[src/rtl/rx_frame_strip.sv]
// rx_frame_strip: strips preamble/SFD from a byte PHY stream, flags frame good/bad; RX_CRC_CHECK_EN adds FCS residue check
module rx_frame_strip #(
  parameter int PREAMBLE_MIN = 3,
  parameter int MAX_FRAME    = 1522,
  parameter int MIN_FRAME    = 64
) (
  input  logic        clock,
  input  logic        reset,
  input  logic        phy_dv,
  input  logic        phy_err,
  input  logic [7:0]  phy_data,
  output logic        rx_enable,
  output logic [7:0]  data,
  output logic [10:0] byte_count,
  output logic        frame_done,
  output logic        frame_good,
  output logic        crc_ok
);
  typedef enum logic [1:0] {IDLE, PREAMBLE, PAYLOAD, DROP} state_t;
  localparam logic [2:0]  P_MIN = 3'(PREAMBLE_MIN);
  localparam logic [10:0] F_MIN = 11'(MIN_FRAME);
  localparam logic [10:0] F_MAX = 11'(MAX_FRAME);
  state_t     state;
  logic [2:0] pcnt;
  logic       crc_res;
  logic       len_ok;
  logic       sfd;
  logic       take;
  assign len_ok = byte_count >= F_MIN && byte_count <= F_MAX;
  assign sfd    = state == PREAMBLE && phy_dv && !phy_err && phy_data == 8'hD5 && pcnt >= P_MIN;
  assign take   = state == PAYLOAD && phy_dv && !phy_err && byte_count != F_MAX;
`ifdef RX_CRC_CHECK_EN
  logic [31:0] crc, crc_next;
  always_comb begin
    crc_next = crc ^ {24'd0, phy_data};
    for (int i = 0; i < 8; i++) crc_next = crc_next[0] ? (crc_next >> 1) ^ 32'hEDB88320 : crc_next >> 1;
  end
  assign crc_res = crc == 32'hDEBB20E3;
  always_ff @(posedge clock)
    if (reset || sfd) crc <= 32'hFFFFFFFF;
    else if (take) crc <= crc_next;
  always_ff @(posedge clock)
    if (reset || sfd) crc_ok <= 1'b0;
    else if (state == PAYLOAD && !take) crc_ok <= crc_res;
`else
  assign crc_res = 1'b1;
  assign crc_ok  = 1'b1;
`endif
  always_ff @(posedge clock) begin
    if (reset) begin
      state      <= IDLE;
      pcnt       <= 3'd0;
      rx_enable  <= 1'b0;
      data       <= 8'd0;
      byte_count <= 11'd0;
      frame_done <= 1'b0;
      frame_good <= 1'b0;
    end else begin
      frame_done <= 1'b0;
      case (state)
        IDLE:
          if (phy_dv && phy_data == 8'h55) begin
            state <= PREAMBLE;
            pcnt  <= 3'd1;
          end
        PREAMBLE:
          if (!phy_dv) state <= IDLE;
          else if (phy_err) state <= DROP;
          else if (phy_data == 8'h55) pcnt <= pcnt == 3'd7 ? pcnt : pcnt + 3'd1;
          else if (sfd) begin
            state      <= PAYLOAD;
            byte_count <= 11'd0;
            frame_good <= 1'b0;
          end else state <= DROP;
        PAYLOAD:
          if (!phy_dv) begin
            state      <= IDLE;
            rx_enable  <= 1'b0;
            frame_done <= 1'b1;
            frame_good <= len_ok & crc_res;
          end else if (!take) begin
            // error or overlength: abort now, remaining bytes swallowed in DROP
            state      <= DROP;
            rx_enable  <= 1'b0;
            frame_done <= 1'b1;
            frame_good <= 1'b0;
          end else begin
            data       <= phy_data;
            rx_enable  <= 1'b1;
            byte_count <= byte_count + 11'd1;
          end
        default:
          if (!phy_dv) state <= IDLE;
      endcase
    end
  end
endmodule

[config.mk]
export PLATFORM = sky130hd
export DESIGN_NAME = rx_frame_strip
export DESIGN_NICKNAME = d
export VERILOG_FILES = /design/src/rtl/rx_frame_strip.sv
export SDC_FILE = /design/constraint.sdc
export NUM_CORES = 1
export LEC_CHECK = 0
export ABC_CLOCK_PERIOD_IN_PS = 1920
export CORE_UTILIZATION = 23
export CTS_CLUSTER_SIZE = 10
export DETAILED_ROUTE_END_ITERATION = 12
export PLACE_DENSITY_LB_ADDON = 0.1
export REMOVE_ABC_BUFFERS = 1
export SLEW_MARGIN = 20
export SYNTH_ARGS = -nofsm -noshare
export SYNTH_HDL_FRONTEND = slang
export SYNTH_SLANG_ARGS = --single-unit
[constraint.sdc]
create_clock -name clock -period 1.92 [get_ports clock]
set_input_delay 0.384 -clock clock [delete_from_list [all_inputs] [get_ports clock]]
set_output_delay 0.384 -clock clock [all_outputs]
set_load 0.01 [all_outputs]
# Word level (Yosys, flattened, before mapping)
# Index checks and enable logic that the tools add are counted.
[totals]
input_bits = 12
ff_bits = 27
output_inout_bits = 23
wordCells = 83
[classes]
add_sub_neg = 2
n_lt_le_gt_ge = 3
eq_ne = 18
bitwise = 1
muxes = 33
reduce_logical = 19
[ops]
columns = ["cell", "n"]
rows = [
  ["two-way mux 11 bit", 6],
  ["one-hot mux 11 bit (2 select lines)", 1],
  ["!= test 2 bit (second input constant)", 8],
  ["two-way mux 3 bit", 5],
  ["two-way mux 2 bit", 7],
  ["AND reduction 6 bit", 2],
  ["adder 11 x 1 -> 11 bit (second input constant)", 1],
  [">= comparator 11 x 7 -> 1 bit (second input constant)", 1],
  ["<= comparator 11 bit (second input constant)", 1],
  ["two-way mux 1 bit", 11],
  ["!= test 11 bit (second input constant)", 1],
  ["logical AND 1 bit", 9],
  ["== test 8 x 7 -> 1 bit (second input constant)", 1],
  ["== test 8 bit (second input constant)", 1],
  ["AND reduction 7 bit", 1],
  ["one-hot mux 2 bit (3 select lines)", 1],
  ["one-hot mux 3 bit (2 select lines)", 1],
  ["!= test 4 x 1 -> 1 bit (second input constant)", 1],
  ["!= test 4 bit (second input constant)", 1],
  ["AND reduction 4 bit", 1],
  ["nonzero test 2 bit", 2],
  ["adder 3 x 1 -> 3 bit (second input constant)", 1],
  ["== test 3 bit (second input constant)", 1],
  [">= comparator 3 x 2 -> 1 bit (second input constant)", 1],
  ["10 further kinds", 10],
]

# Longest topological paths before layout
[logic_depth]
ltp_word = 10
depth_mapped = 8
mapped_depth_nobuf = 7

# Least setup slack after synthesis
# Ideal clock, no wire load.
[synth_timing]
path_kind = "register to register"
start = "reg pcnt[0]"
end = "reg byte_count[3]"
stages_incl_launch_ff = 8
t_arrival_ns = 1.854
n_path_buf = 0
slack_ns = -0.003
cell_sequence = "dfxtp_1 > ha_1 > ha_1 > a211oi_1 > or4_4 > o21ai_4 > a2111o_1 > o21ai_1"
[synth_between]
elab_chain_len = 4
[synth_rtl]
columns = ["element", "line_no", "rtl"]
rows = [
  ["start, declared", "24", "logic [2:0] pcnt;"],
  ["start signal, assigned", "69", "else if (phy_data == 8'h55) pcnt <= pcnt == 3'd7 ? pcnt : pcnt + 3'd1;"],
  [">= comparator 3 x 2 -> 1 bit", "30", "assign sfd = state == PREAMBLE && phy_dv && !phy_err && phy_data == 8'hD5 && pcnt >= P_MIN;"],
  ["logical AND 1 bit", "30", ""],
  ["!= test 2 bit (no line)", "--", ""],
  ["AND reduction 7 bit (no line)", "--", ""],
  ["end signal, assigned", "90", "byte_count <= byte_count + 11'd1;"],
  ["end, declared", "14", "output logic [10:0] byte_count,"],
]
# Every way passes these cells.
# A chain may end at the register's enable or synchronous reset.

# Worst setup path after layout
[layout_timing]
start = "in phy_data[2]"
end = "reg byte_count[3]"
[layout_between]
elab_chain_len = 5
word_cells_on_any_way = 7
[layout_rtl]
columns = ["element", "line_no", "rtl"]
rows = [
  ["start, declared", "11", "input logic [7:0] phy_data,"],
  ["== test 8 bit", "30", ""],
  ["logical AND 1 bit (2 in a row)", "30", ""],
  ["!= test 2 bit (no line)", "--", ""],
  ["AND reduction 7 bit (no line) *", "--", ""],
]
# Every way passes the cells marked *; elsewhere a longest branch is shown, timed or not.

==> run metrics <==
gpl congestion=0.816; hold buffer count at CTS=0; post-synth cell types=45; # DRC=0; width of the die=82.4 um; Tightest Pin Transition=0.493 ns; top cells by area, synth=dfxtp_1, nand2_1, a21oi_1, a2111o_1, ha_1; Slew Viols, Final=0; Synth area leader=dfxtp_1; post-route ant nets=0; routed len/inst=14.6 um; CTS Buffer Depth=2; Num CTS Buffers=3; number of synthesized register bits=27; leakage=0.801 nW; die area=0.00679 mm^2; row count=28; cells after synthesis=178; endpoints failing setup=0; PwrDens=437 mW/mm^2; synth warn=0; largest net degree at the start of global routing=19; Fin Clk Skew=0.00737 ns; critical path fanouts, max=7; min-delay worst type=primary input to register; initial antenna violation count=0; fraction of registers with async set or reset after synthesis=0; global-route wire length before repair=7640 um; via count=1507; hpwl dp=3220 um; max_cap viols=0; final hold violation count=0; H-Tree Level Count=1; RSZ-0062 raised after global routing=false; Congestion Overflow GR=0; status=complete, no violations; core area=0.00610 mm^2; Post-synth EDFFs=0; Slew HR=0.663; fmax=537 MHz; Initial Util=0.244; Syn-to-layout area delta=49.2%; Final period util=0.970; clock slew at reported path FFs=0.11 ns; post-synth top area share=0.363; most frequent cells in the layout=buf_4, nand2_1, dfxtp_1; final wirelength=4530 um; Crit path arrival time=2.04 ns; vias in the first global route=1488; Most used DFF post-synth=dfxtp_1; crit path time final=1.86 ns; CTS tree=built; Vias/cell=4.85; critical path capture point type=register; router iterations before antenna repair=4; First DRT Iteration DRCs=89; total global-route track usage=0.150; sequential fraction of the synthesis area=0.363; Pwr Total=0.970 mW; Crit Path Category=primary input to register; Clk Latency, worst-skew pair=0.28 ns; Syn Std Cell Area=0.00149 mm^2; layout cells sized above 1=0.212; nets=254; Top-Level Pins=35; peak supply drop=0.000247 V; Syn Area/Cell=8.36 um^2; worst hold margin=0.439 ns; Die Height=82.4 um; Critical Path RT=2.09 ns; commonest non-fill, non-tap cell in the layout=buf_4; Antenna Cells=0; CTS root buffer=clkbuf_8; type of origin of the critical path=primary input; final setup TNS=0 ns; CTS sink cnt=27; Port Buffers=33
-- final timing paths --
| check | startpoint | to | slack, ns | cells past startpoint |
|---|---|---|---|---|
| worst max-delay path | phy_data[2] | byte_count[3]$_SDFFE_PP0P_ | 0.06 | 6 |
| worst max register to register | pcnt[0]$_SDFFE_PP0P_ | byte_count[1]$_SDFFE_PP0P_ | 0.10 | 9 |
| worst min register to register | data[4]$_SDFFE_PP0P_ | data[4]$_SDFFE_PP0P_ | 0.46 | 2 |
| worst min-delay path | phy_data[5] | data[5]$_SDFFE_PP0P_ | 0.44 | 3 |
-- timing repair --
action	CTS	global route
pin swaps	8	6
gates resized for setup	22	5
cloned	1	0
setup buffers	2	0
setup endpoints to repair	14	12
-- state kept, by name, summed over array words and instances, names as in the netlist --
name	count
state	2
frame_good	1
data	8
pcnt	3
rx_enable	1
byte_count	11
frame_done	1
-- synth_stat cells, drive strengths merged, types with 4 or more instances --
| master | count |
|---|---|
| ha | 5 |
| inv | 8 |
| a2111o | 7 |
| dfxtp | 27 |
| o2111ai | 4 |
| clkbuf | 7 |
| nand3 | 12 |
| buf | 4 |
| nor2 | 6 |
| o21ai | 7 |
| a21oi | 20 |
| nand2 | 29 |
| nand2b | 5 |
-- through the flow --
step                instance area [um^2]  cells  worst slack (ns)  utilization
finish                              2220    311            0.0584        0.364
floorplan                           1420    167            -0.438            -
global route                        2220    311          0.000950        0.364
CTS                                 2200    311           0.00943        0.361
detailed placement                  2090    305            -0.574        0.342
global placement                    2090    305            -0.508        0.342
-- cell type report --
cell class                      count  area (um^2)
Fill cell                         637         3880
Clock inverter                      1         5.00
Tap cell                           75         93.8
Multi-Input combinational cell    133          935
Sequential cell                    27          543
Clock buffer                        3         41.3
Inverter                            8         30.0
Timing Repair Buffer               64          572
-- report_power, final --
part / switching [mW] / internal [mW] / total (mW)
combinational: 0.0377 / 0.0285 / 0.0662
clock: 0.198 / 0.146 / 0.344
sequential: 0.000123 / 0.560 / 0.560
-- critical path, cell delays in order --
cell and delay, ns:
dlygate4sd2_1 0.21, or3b_4 0.41, or4_4 0.56, o21ai_4 0.26, a2111o_1 0.15, o21ai_1 0.06
-- metal layers --
metal | up-vias | track usage | routed length [um]
li1 | 762 | - | -
met1 | 707 | 0.209 | 2240
met2 | 34 | 0.234 | 2090
met3 | 4 | 0.0165 | 144
met4 | 0 | 0.0561 | 59
met5 | - | 0 | 0
-- kinds of logic after synthesis --
| family | Yosys count | synth area share |
|---|---|---|
| flip-flops | 27 | 0.363 |
| adder cells (fa/ha/maj) | 5 | 0.0421 |
| AO/OA/AOI/OAI | 47 | 0.228 |
| other | 1 | 0.00252 |
| buffers and inverters | 19 | 0.0631 |
| multiplexers | 3 | 0.0202 |
| AND/OR/NAND/NOR | 76 | 0.281 |
Note: power is estimated with default switching activity, not from simulation.
